==> src/rtl/addsub_arbiter.sv <==
// Round-robin arbiter that shares one external add/subtract unit between two channels.
// Grant 1 cycle after req, done 1 cycle after ack, 3-cycle grant spacing; req is held until done, no aborts.
module addsub_arbiter #(
  parameter int WIDTH = 8
) (
  input  logic             clk,
  input  logic             rst,
  input  logic             req0,
  input  logic             req1,
  input  logic             m0,
  input  logic             m1,
  input  logic [WIDTH-1:0] a0,
  input  logic [WIDTH-1:0] b0,
  input  logic [WIDTH-1:0] a1,
  input  logic [WIDTH-1:0] b1,
  output logic             ack0,
  output logic             ack1,
  output logic             done0,
  output logic             done1,
  output logic [WIDTH-1:0] res0,
  output logic [WIDTH-1:0] res1,
  output logic             ovf0,
  output logic             ovf1,
  output logic             busy,
  output logic             au_m,
  output logic [WIDTH-1:0] au_a,
  output logic [WIDTH-1:0] au_b,
  input  logic [WIDTH-1:0] au_s,
  input  logic             au_ovf
);

  typedef enum logic [1:0] {IDLE, EXEC, DONE} state_t;

  state_t             r_state, w_state_nxt;
  logic               r_gnt, w_gnt_nxt;
  logic               r_last, w_last_nxt;
  logic               r_ack0, w_ack0_nxt;
  logic               r_ack1, w_ack1_nxt;
  logic               r_done0, w_done0_nxt;
  logic               r_done1, w_done1_nxt;
  logic [WIDTH-1:0]   r_res0, w_res0_nxt;
  logic [WIDTH-1:0]   r_res1, w_res1_nxt;
  logic               r_ovf0, w_ovf0_nxt;
  logic               r_ovf1, w_ovf1_nxt;
  logic               r_au_m, w_au_m_nxt;
  logic [WIDTH-1:0]   r_au_a, w_au_a_nxt;
  logic [WIDTH-1:0]   r_au_b, w_au_b_nxt;
  logic               w_pick;

  // On a tie the channel opposite the last-served one wins; otherwise the lone requester.
  assign w_pick = (req0 && req1) ? ~r_last : req1;

  always_comb begin
    w_state_nxt = r_state;
    w_gnt_nxt   = r_gnt;
    w_last_nxt  = r_last;
    w_ack0_nxt  = 1'b0;
    w_ack1_nxt  = 1'b0;
    w_done0_nxt = 1'b0;
    w_done1_nxt = 1'b0;
    w_res0_nxt  = r_res0;
    w_res1_nxt  = r_res1;
    w_ovf0_nxt  = r_ovf0;
    w_ovf1_nxt  = r_ovf1;
    w_au_m_nxt  = r_au_m;
    w_au_a_nxt  = r_au_a;
    w_au_b_nxt  = r_au_b;
    case (r_state)
      IDLE: begin
        if (req0 || req1) begin
          w_gnt_nxt   = w_pick;
          w_last_nxt  = w_pick;
          w_au_m_nxt  = w_pick ? m1 : m0;
          w_au_a_nxt  = w_pick ? a1 : a0;
          w_au_b_nxt  = w_pick ? b1 : b0;
          w_ack0_nxt  = ~w_pick;
          w_ack1_nxt  = w_pick;
          w_state_nxt = EXEC;
        end
      end
      EXEC: begin
        if (r_gnt) begin
          w_res1_nxt  = au_s;
          w_ovf1_nxt  = au_ovf;
          w_done1_nxt = 1'b1;
        end else begin
          w_res0_nxt  = au_s;
          w_ovf0_nxt  = au_ovf;
          w_done0_nxt = 1'b1;
        end
        w_state_nxt = DONE;
      end
      DONE: begin
        w_state_nxt = IDLE;
      end
      default: begin
        w_state_nxt = IDLE;
      end
    endcase
  end

  always_ff @(posedge clk or posedge rst) begin
    if (rst) begin
      r_state <= IDLE;
      r_gnt   <= 1'b0;
      r_last  <= 1'b1;
      r_ack0  <= 1'b0;
      r_ack1  <= 1'b0;
      r_done0 <= 1'b0;
      r_done1 <= 1'b0;
      r_res0  <= '0;
      r_res1  <= '0;
      r_ovf0  <= 1'b0;
      r_ovf1  <= 1'b0;
      r_au_m  <= 1'b0;
      r_au_a  <= '0;
      r_au_b  <= '0;
    end else begin
      r_state <= w_state_nxt;
      r_gnt   <= w_gnt_nxt;
      r_last  <= w_last_nxt;
      r_ack0  <= w_ack0_nxt;
      r_ack1  <= w_ack1_nxt;
      r_done0 <= w_done0_nxt;
      r_done1 <= w_done1_nxt;
      r_res0  <= w_res0_nxt;
      r_res1  <= w_res1_nxt;
      r_ovf0  <= w_ovf0_nxt;
      r_ovf1  <= w_ovf1_nxt;
      r_au_m  <= w_au_m_nxt;
      r_au_a  <= w_au_a_nxt;
      r_au_b  <= w_au_b_nxt;
    end
  end

  assign ack0  = r_ack0;
  assign ack1  = r_ack1;
  assign done0 = r_done0;
  assign done1 = r_done1;
  assign res0  = r_res0;
  assign res1  = r_res1;
  assign ovf0  = r_ovf0;
  assign ovf1  = r_ovf1;
  assign busy  = (r_state != IDLE);
  assign au_m  = r_au_m;
  assign au_a  = r_au_a;
  assign au_b  = r_au_b;

endmodule

==> config.mk <==
export PLATFORM = sky130hd
export DESIGN_NAME = addsub_arbiter
export DESIGN_NICKNAME = d
export VERILOG_FILES = /design/src/rtl/addsub_arbiter.sv
export SDC_FILE = /design/constraint.sdc
export NUM_CORES = 1
export LEC_CHECK = 0
export CAP_MARGIN = 30
export CORE_UTILIZATION = 40
export DETAILED_ROUTE_END_ITERATION = 10
export GPL_TIMING_DRIVEN = 0
export PLACE_DENSITY = 0.82
export SLEW_MARGIN = 40
export SYNTH_ARGS = -nofsm -noshare
export SYNTH_HDL_FRONTEND = slang
export SYNTH_SLANG_ARGS = --single-unit
==> constraint.sdc <==
create_clock -name clk -period 1.81 [get_ports clk]
set_input_delay 0.2715 -clock clk [delete_from_list [all_inputs] [get_ports clk]]
set_output_delay 0.2715 -clock clk [all_outputs]
set_load 0.05 [all_outputs]
==> run summary, run 1 <==
The H-tree depth is 2. The number of standard-cell rows in the floorplan is 23. The area added between synthesis and finish is 60.2%. Yosys attributes the largest share of cell area to sky130_fd_sc_hd__dfrtp_1 60%, sky130_fd_sc_hd__nand2_1 6.8%, sky130_fd_sc_hd__a31oi_1 6.0%.

The signal arrival time at the worst endpoint came out at 1.49 ns. The synthesized netlist net count is 200. The maximum root-to-sink buffer count came out at 2. The top cell types in the final layout, fill and taps aside, are 85 x sky130_fd_sc_hd__clkdlybuf4s50_1, 42 x sky130_fd_sc_hd__dfrtp_1, 32 x sky130_fd_sc_hd__nand2_1. The count of hold-fix buffers inserted at cts came out at 0. The count of different cell masters after synthesis came out at 24.

The number of antenna violations at the first check in global routing came out at 0. The launch point of the critical path is au_b[4]$_DFFE_PP0P_. The worst setup path is launched from a register. The shortest clock period the worst path allows after layout is 1.76 ns.

The post-CTS clock slew at the launch and capture registers of the worst setup and hold paths is 0.08 ns. Following the worst setup path forward leads to its endpoint at au_b[4]. In the synthesized netlist, the number of instances is 153. Walking the worst path, the cells encountered are clkdlybuf4s50_1.

Across all hold checks on the routed design, the worst slack comes to 0.380 ns. The CTS tree is built. Summed over all layers, the routed wires come to between 4000 and 5000 um.

The final routed DRC violation total is 0. In this run the standard cell core region covers ~4000 um2. The leakage power is ~1.2 nW. The depth of the worst register-to-register path is 5. The worst-case IR drop observed on VDD is slightly below 0.9 mV.

For the final database, setup skew stands at 0.00420 ns. In this run the remaining antenna-violating nets after routing total 0. The DRC marker count from the first detailed-route iteration came out at 61. The CTS sink count came out at 43.

Setup repair after global routing left no endpoint under its margin. In the synthesized netlist the dominant register cell turns out to be sky130_fd_sc_hd__dfrtp_1. The share of synthesized area in the top cell type comes to 0.597.

The overall die area is 4670 um2. Setup violations remaining at the end of the flow were counted as 0. The sequential share of the synthesized area came out at 0.612. The flow ran to the end, and the final reports show no timing, DRC or antenna violations. Max-cap violations in this run came to 0. The die height came out at 68.3 um. The worst setup path is captured at an output port. The path class of the lowest-slack min-delay path is in2async. The number of fillers in the final layout is 340.

Among all stages on the critical path, the largest delay is contributed by sky130_fd_sc_hd__clkdlybuf4s50_1. The first global-routing pass estimated ~6800 um of wire. The cell area after synthesis came out at 1760 um2. The largest single stage delay on the critical path is 0.82 ns. The via count of the first global-routing pass came out at 1492. For this run, the total global-route usage over all layers was measured as 0.200. The register bit count reported by yosys is 43. In this run the clock root is driven by a sky130_fd_sc_hd__clkbuf_8. The global-route congestion overflow total came out at 0. The biggest area contributor in the post-synthesis netlist is sky130_fd_sc_hd__dfrtp_1. The number of search-and-repair iterations in the first detailed-routing pass is 4. The share of synthesized registers carrying an async set or reset came out at 1.00. For the worst-skew pair, the clock arrives at the later sink with an insertion delay of ~0.29 ns. The final-layout setup total negative slack is 0 ns. At the end of routability-driven placement, the weighted congestion stood at slightly above 0.7.

On the critical path the largest part of the delay comes from buffers and inverters. By startpoint and endpoint, the worst setup path is classified as reg2out. The post-detailed-route wirelength per cell is 14.1 um. The number of nets at the end of the flow is 292.

The post-synthesis average cell area came out at roughly 12 um2. In this run the register-to-register setup slack is 0.32 ns. The number of cells on the critical path came out at 1. The worst-path maximum fanout came out at 2.

In this run, CTS created clock tree buffers numbering 5. The part of the cycle the worst path needs came out at 0.972. The largest net degree at the start of global routing is 44.

The HPWL after detailed placement came out at about 3100 um. Dividing the detail-routed via count by the number of cells gives slightly above 5. The launch point of the worst reg-to-reg path is r_last$_DFFE_PP1P_. The count of port buffers added during placement is 86. The total count of hold-check failures in the final report came out at 0. Data on the critical path is required at its endpoint by approximately 1.5 ns.

The library cell used most frequently in the layout, excluding fill and tap cells, is sky130_fd_sc_hd__clkdlybuf4s50_1. The via total after detailed routing came out at approximately 1500. The initial standard-cell utilization of the core is 0.428. The floorplan step set the die width to between 60 and 70 um. The worst register-to-register path ends at au_b[4]$_DFFE_PP0P_. In this run the count of I/O pins placed on the die edge is 87. The total inserted antenna cells came out at 0. At the pin with the least slew margin, the transition time is 0.526 ns. The number of buffer and inverter stages on the critical path is 1. In the final layout, the share of cells above drive strength 1 is 0.142. The count of flip-flops with a built-in enable after synthesis is 0. The count of warnings emitted by yosys is 0.

The power density over the cells is 2190 nW/um2. The max-slew violation count is 0. The achievable frequency is 0.568 GHz. Measured against its own limit, the worst slew margin works out to 0.648.
-- Yosys cell counts (3+ instances only) --
| master | instances |
|---|---|
| sky130_fd_sc_hd__a21oi_1 | 17 |
| sky130_fd_sc_hd__a31oi_1 | 17 |
| sky130_fd_sc_hd__buf_2 | 8 |
| sky130_fd_sc_hd__dfrtp_1 | 42 |
| sky130_fd_sc_hd__inv_1 | 3 |
| sky130_fd_sc_hd__mux2_1 | 9 |
| sky130_fd_sc_hd__mux2_2 | 9 |
| sky130_fd_sc_hd__nand2_1 | 32 |
-- final cells by class --
type | instances | area (um2) | area share
plain buffers | 8 | 48.8 | 0.0173
clock buffers | 6 | 72.6 | 0.0257
clock inverters | 2 | 60.1 | 0.0213
inverters | 4 | 17.5 | 0.00621
multi-input cells | 97 | 626 | 0.222
flip-flops and latches | 43 | 1080 | 0.382
well taps | 50 | 62.6 | 0.0222
repair buffers | 86 | 856 | 0.303
-- worst min path at each step --
stage | from | cells past startpoint | slack (ns) | endpoint
final | rst | 2 | 0.38 | au_b[5]$_DFFE_PP0P_
after global routing | rst | 2 | 0.43 | au_b[1]$_DFFE_PP0P_
after CTS | rst | 2 | 0.40 | res1[3]$_DFFE_PP0P_
after detailed placement | res0[3]$_DFFE_PP0P_ | 1 | 0.48 | res0[3]$_DFFE_PP0P_
after global placement | res0[3]$_DFFE_PP0P_ | 1 | 0.47 | res0[3]$_DFFE_PP0P_
after floorplan | req0 | 1 | 0.34 | r_last$_DFFE_PP1P_
-- per-layer routing --
layer	routed length [um]	GRT usage	up-vias	part of all wire
met4	71	0.0703	0	0.017
met2	2160	0.343	50	0.52
met3	222	0.0517	7	0.053
met5	0	0	-	0
met1	1730	0.241	735	0.41
li1	-	-	712	-
-- cells by family (layout without fill, tap and decap cells) --
group	after synthesis	after routing	synth area share
simple gates	41	41	0.107
buf+inv	13	106	0.0355
compound gates	38	38	0.131
flops	43	43	0.612
mux	18	18	0.115
-- through the flow --
step                      utilization  setup WS [ns]  area (um2)  power, W  cells
after floorplan                     -          0.355        1760   0.00411    153
after global placement          0.652         -0.357        2680   0.00530    289
after detailed placement        0.653         -0.305        2690   0.00537    289
after CTS                       0.686        0.00259        2820   0.00625    296
after global routing            0.685         0.0186        2820   0.00651    296
final                           0.685         0.0510        2820   0.00619    296
-- worst register-to-register path, cell delays in order, from the launching register on --
cell	delay, ns
sky130_fd_sc_hd__dfstp_2	0.57
sky130_fd_sc_hd__a21bo_2	0.13
sky130_fd_sc_hd__buf_2	0.19
sky130_fd_sc_hd__buf_2	0.25
sky130_fd_sc_hd__nand2_1	0.08
sky130_fd_sc_hd__a31oi_1	0.19
-- where the power goes --
group          internal, W  switching, W  total, W
combinational      0.00128       0.00234   0.00361
sequential         0.00145      0.000261   0.00171
clock             0.000551      0.000313  0.000864
-- flip-flops by register name (all words and copies together), names as in the netlist --
signal and cells:
res1 8, ack0 1, r_gnt 1, done1 1, done0 1, au_a 8
au_b 8, ovf0 1, ack1 1, r_state 2, ovf1 1, au_m 1
res0 8, r_last 1
-- repair_timing --
item,4_1_cts,5_1_grt
buffers inserted,0,0
endpoints found under the setup margin,1,1
resized for setup,5,3
No activity file was read; power rests on OpenSTA's default activity.
==> run 2, diff against run 1 <==
--- a/config.mk
+++ b/config.mk
@@ -6,10 +6,12 @@
 export NUM_CORES = 1
 export LEC_CHECK = 0
 export CAP_MARGIN = 30
-export CORE_UTILIZATION = 40
+export CORE_UTILIZATION = 55
 export DETAILED_ROUTE_END_ITERATION = 10
+export DONT_BUFFER_PORTS = 1
 export GPL_TIMING_DRIVEN = 0
-export PLACE_DENSITY = 0.82
+export PLACE_DENSITY = 0.72
+export SETUP_SLACK_MARGIN = 0.3
 export SLEW_MARGIN = 40
 export SYNTH_ARGS = -nofsm -noshare
 export SYNTH_HDL_FRONTEND = slang
==> run 2 against run 1 <==
Via count down 17%. Sequential cell count did not move. Clock skew increased by 0.0021 ns. Largest cell class unchanged. Highest routed layer unchanged.
==> run summary, run 2 (synthesis gave the netlist of run 1 again) <==
The flow ran to the end, and the final reports show no timing, DRC or antenna violations. The number of antenna violations at the first check in global routing is 0 (unchanged). The last element of the critical path is busy.

The worst register-to-register path begins at r_state[0]$_DFFE_PP0P_. The number of cells on the critical path is 4 (+3). STA classifies the critical path endpoint as an output port. The H-tree depth was 2 (unchanged). The kind of cell with the highest combined delay along the critical path is buffers and inverters. The part of the cycle the worst path needs came out at 0.900 (-0.0716). The post-CTS clock slew at the launch and capture registers of the worst setup and hold paths is 0.11 ns (+0.03 ns). The post-detailed-route wirelength per cell is 17.2 um (+22%). The detail-routed via count per cell came out at 5.79 (+14%).

The critical path startpoint category is a register. The worst clock skew is 0.00627 ns (+0.00207 ns). The achievable frequency is 0.614 GHz (+8.0%). The cell count after placement is 198 (-31%).

The routed wire length came out at 3700 um (-12%). The area added between synthesis and finish is 15.1%. The first-pass GRT wire length came to 5750 um (-15%).

The number of standard-cell rows in the floorplan came out at 20 (-13%). The depth of the worst register-to-register path came to 5 (unchanged). Leaving out fill and tap cells, the most frequent cell in the layout is sky130_fd_sc_hd__dfrtp_1. The master of the slowest instance on the critical path is sky130_fd_sc_hd__dfrtp_1. The terminus of the critical flop-to-flop path is ovf1$_DFFE_PP0P_. The CTS sink count came out at 43 (unchanged). The data required time at the worst endpoint came out at 1.54 ns (about the same). The total core area is 3050 um2 (-26%). In this run the worst hold path is classified as in2reg.

The reported max-cap violation count was 0 (unchanged). The number of buffers inserted during clock tree synthesis is 5 (unchanged). The die width came to 58.6 um (-14%).

The via count of the first global-routing pass is 1307 (-12%). The signal arrival time at the worst endpoint came out at 1.36 ns (-0.13 ns). The CTS tree is built. The overall die area is 3430 um2 (-27%). The highest cell delay on the worst timing path was 0.42 ns (-0.40 ns). The headroom to the max-slew limit is 0.666 (+0.0175).

The largest net degree at the start of global routing came out at 27 (-39%). The clock latency on the worst-skew pair came out at 0.34 ns (+0.05 ns). The final cell utilization of the core is 0.664 (-0.0218). The setup-violating endpoint count in the final report came out at 0 (unchanged). The transition time at the pin with the least slew margin came out at 0.501 ns (-0.0246 ns).

The total count of hold-check failures in the final report came out at 0 (unchanged). The number of search-and-repair iterations in the first detailed-routing pass was 4 (unchanged). The I/O pin count is 87 (unchanged). The die height is 58.6 um (-14%). The critical path goes through nor2_4 -> buf_6 -> buf_8 -> clkinvlp_4. The top cell types in the final layout, fill and taps aside, are 42 x sky130_fd_sc_hd__dfrtp_1, 32 x sky130_fd_sc_hd__nand2_1, 17 x sky130_fd_sc_hd__a21oi_1, 17 x sky130_fd_sc_hd__a31oi_1. The launch point of the critical path is r_state[1]$_DFFE_PP0P_. The number of nets at the end of the flow came out at 218 (-25%). The global-route congestion overflow total came out at 0 (unchanged). The final routed DRC violation total is 0 (unchanged).

The HPWL after detailed placement came to 2640 um (-16%). The maximum root-to-sink buffer count came to 2 (unchanged). The last weighted congestion value of the routability-driven placer is 0.686 (-4.9%). The classification of the worst setup path is reg2out.

The overall track demand over capacity in global routing came to 0.231 (+0.0306). The share of cells above drive strength 1 is 0.269 (+0.127). Setup repair after global routing could not meet its margin everywhere. The slack of the worst reg-to-reg path was 0.30 ns (-0.02 ns). The root buffer cell chosen for the clock tree is sky130_fd_sc_hd__clkbuf_4.

The final cell count without fillers came out at 215 (-27%). The max-slew violation count is 0 (unchanged). The shortest clock period the worst path allows after layout is 1.63 ns (-0.130 ns).

The worst-path maximum fanout is 3 (+1). The initial standard-cell utilization of the core is 0.577 (+0.149). The final-layout setup total negative slack came to 0 ns (unchanged). The number of nets still failing antenna checks after routing came out at 0 (unchanged). The total inserted antenna cells was 0 (unchanged). The number of buffer and inverter stages on the critical path came to 3 (+2). The DRC marker count from the first detailed-route iteration is 46 (-25%).

The count of port buffers added during placement came out at 0 (-100%). The via total after detailed routing is 1245 (-17%).
## run 2: cell count changes in the layout (fill, tap and decap cells not counted), moves of 2 or more
| cell | delta |
|---|---|
| sky130_fd_sc_hd__clkbuf_8 | -4 |
| sky130_fd_sc_hd__dlygate4sd3_1 | +2 |
| sky130_fd_sc_hd__bufinv_16 | -2 |
| sky130_fd_sc_hd__buf_2 | -3 |
| sky130_fd_sc_hd__clkdlybuf4s50_1 | -85 |
| sky130_fd_sc_hd__nor2b_4 | +2 |
| sky130_fd_sc_hd__clkbuf_4 | +6 |
| sky130_fd_sc_hd__buf_4 | +8 |
## run 2: area by class of cell
cell class	count	area [um2]
Sequential cell	43	1080
Fill cell	269	1030
Buffer	9	72.6
Timing Repair Buffer	11	108
Tap cell	44	55.1
Multi-Input combinational cell	97	638
Inverter	4	18.8
Clock buffer	6	51.3
Clock inverter	1	5.00
## run 2: worst min-delay path by stage
stage | from | end | slack [ns] | cells past startpoint
2_1_floorplan | req0 | r_last$_DFFE_PP1P_ | 0.34 | 1
3_3_place_gp | req0 | r_last$_DFFE_PP1P_ | 0.34 | 1
3_5_place_dp | rst | ovf0$_DFFE_PP0P_ | 0.17 | 1
4_1_cts | au_s[7] | res0[7]$_DFFE_PP0P_ | 0.03 | 1
5_1_grt | au_ovf | ovf0$_DFFE_PP0P_ | 0.03 | 1
6_report | au_s[7] | res0[7]$_DFFE_PP0P_ | 0.05 | 1
## run 2: routing by layer
layer,vias up,track usage,part of all wire
li1,573,-,-
met3,6,0.0725,0.087
met5,-,0,0
met2,68,0.430,0.53
met4,0,0.0918,0.012
met1,598,0.240,0.37
## run 2: worst register-to-register path, stage by stage, from the launching register on
cell	delay [ns]
sky130_fd_sc_hd__dfrtp_1	0.42
sky130_fd_sc_hd__buf_4	0.15
sky130_fd_sc_hd__nor2b_4	0.12
sky130_fd_sc_hd__buf_4	0.13
sky130_fd_sc_hd__nand2_2	0.20
sky130_fd_sc_hd__mux2_2	0.38
## run 2: what timing repair did
item	in CTS	in global routing
buffers inserted	5	2
hold endpoints to repair	18	0
gates resized for setup	7	9
setup endpoints to repair	1	20
cloned	0	1
hold buffers	2	0
pin swaps	1	1
## run 2: stage by stage
stage	cell area [um2]	setup slack, ns	hold slack, ns
after floorplan	1760	0.355	0.341
after global placement	1820	0.213	0.344
after detailed placement	1840	0.198	0.172
after CTS	1980	0.131	0.0346
after global routing	2030	0.114	0.0333
final	2030	0.181	0.0511
Power of run 2 is left out: the tool's default activity adds up to more than one toggle a clock period on the data nets, which glitch-free logic cannot reach.
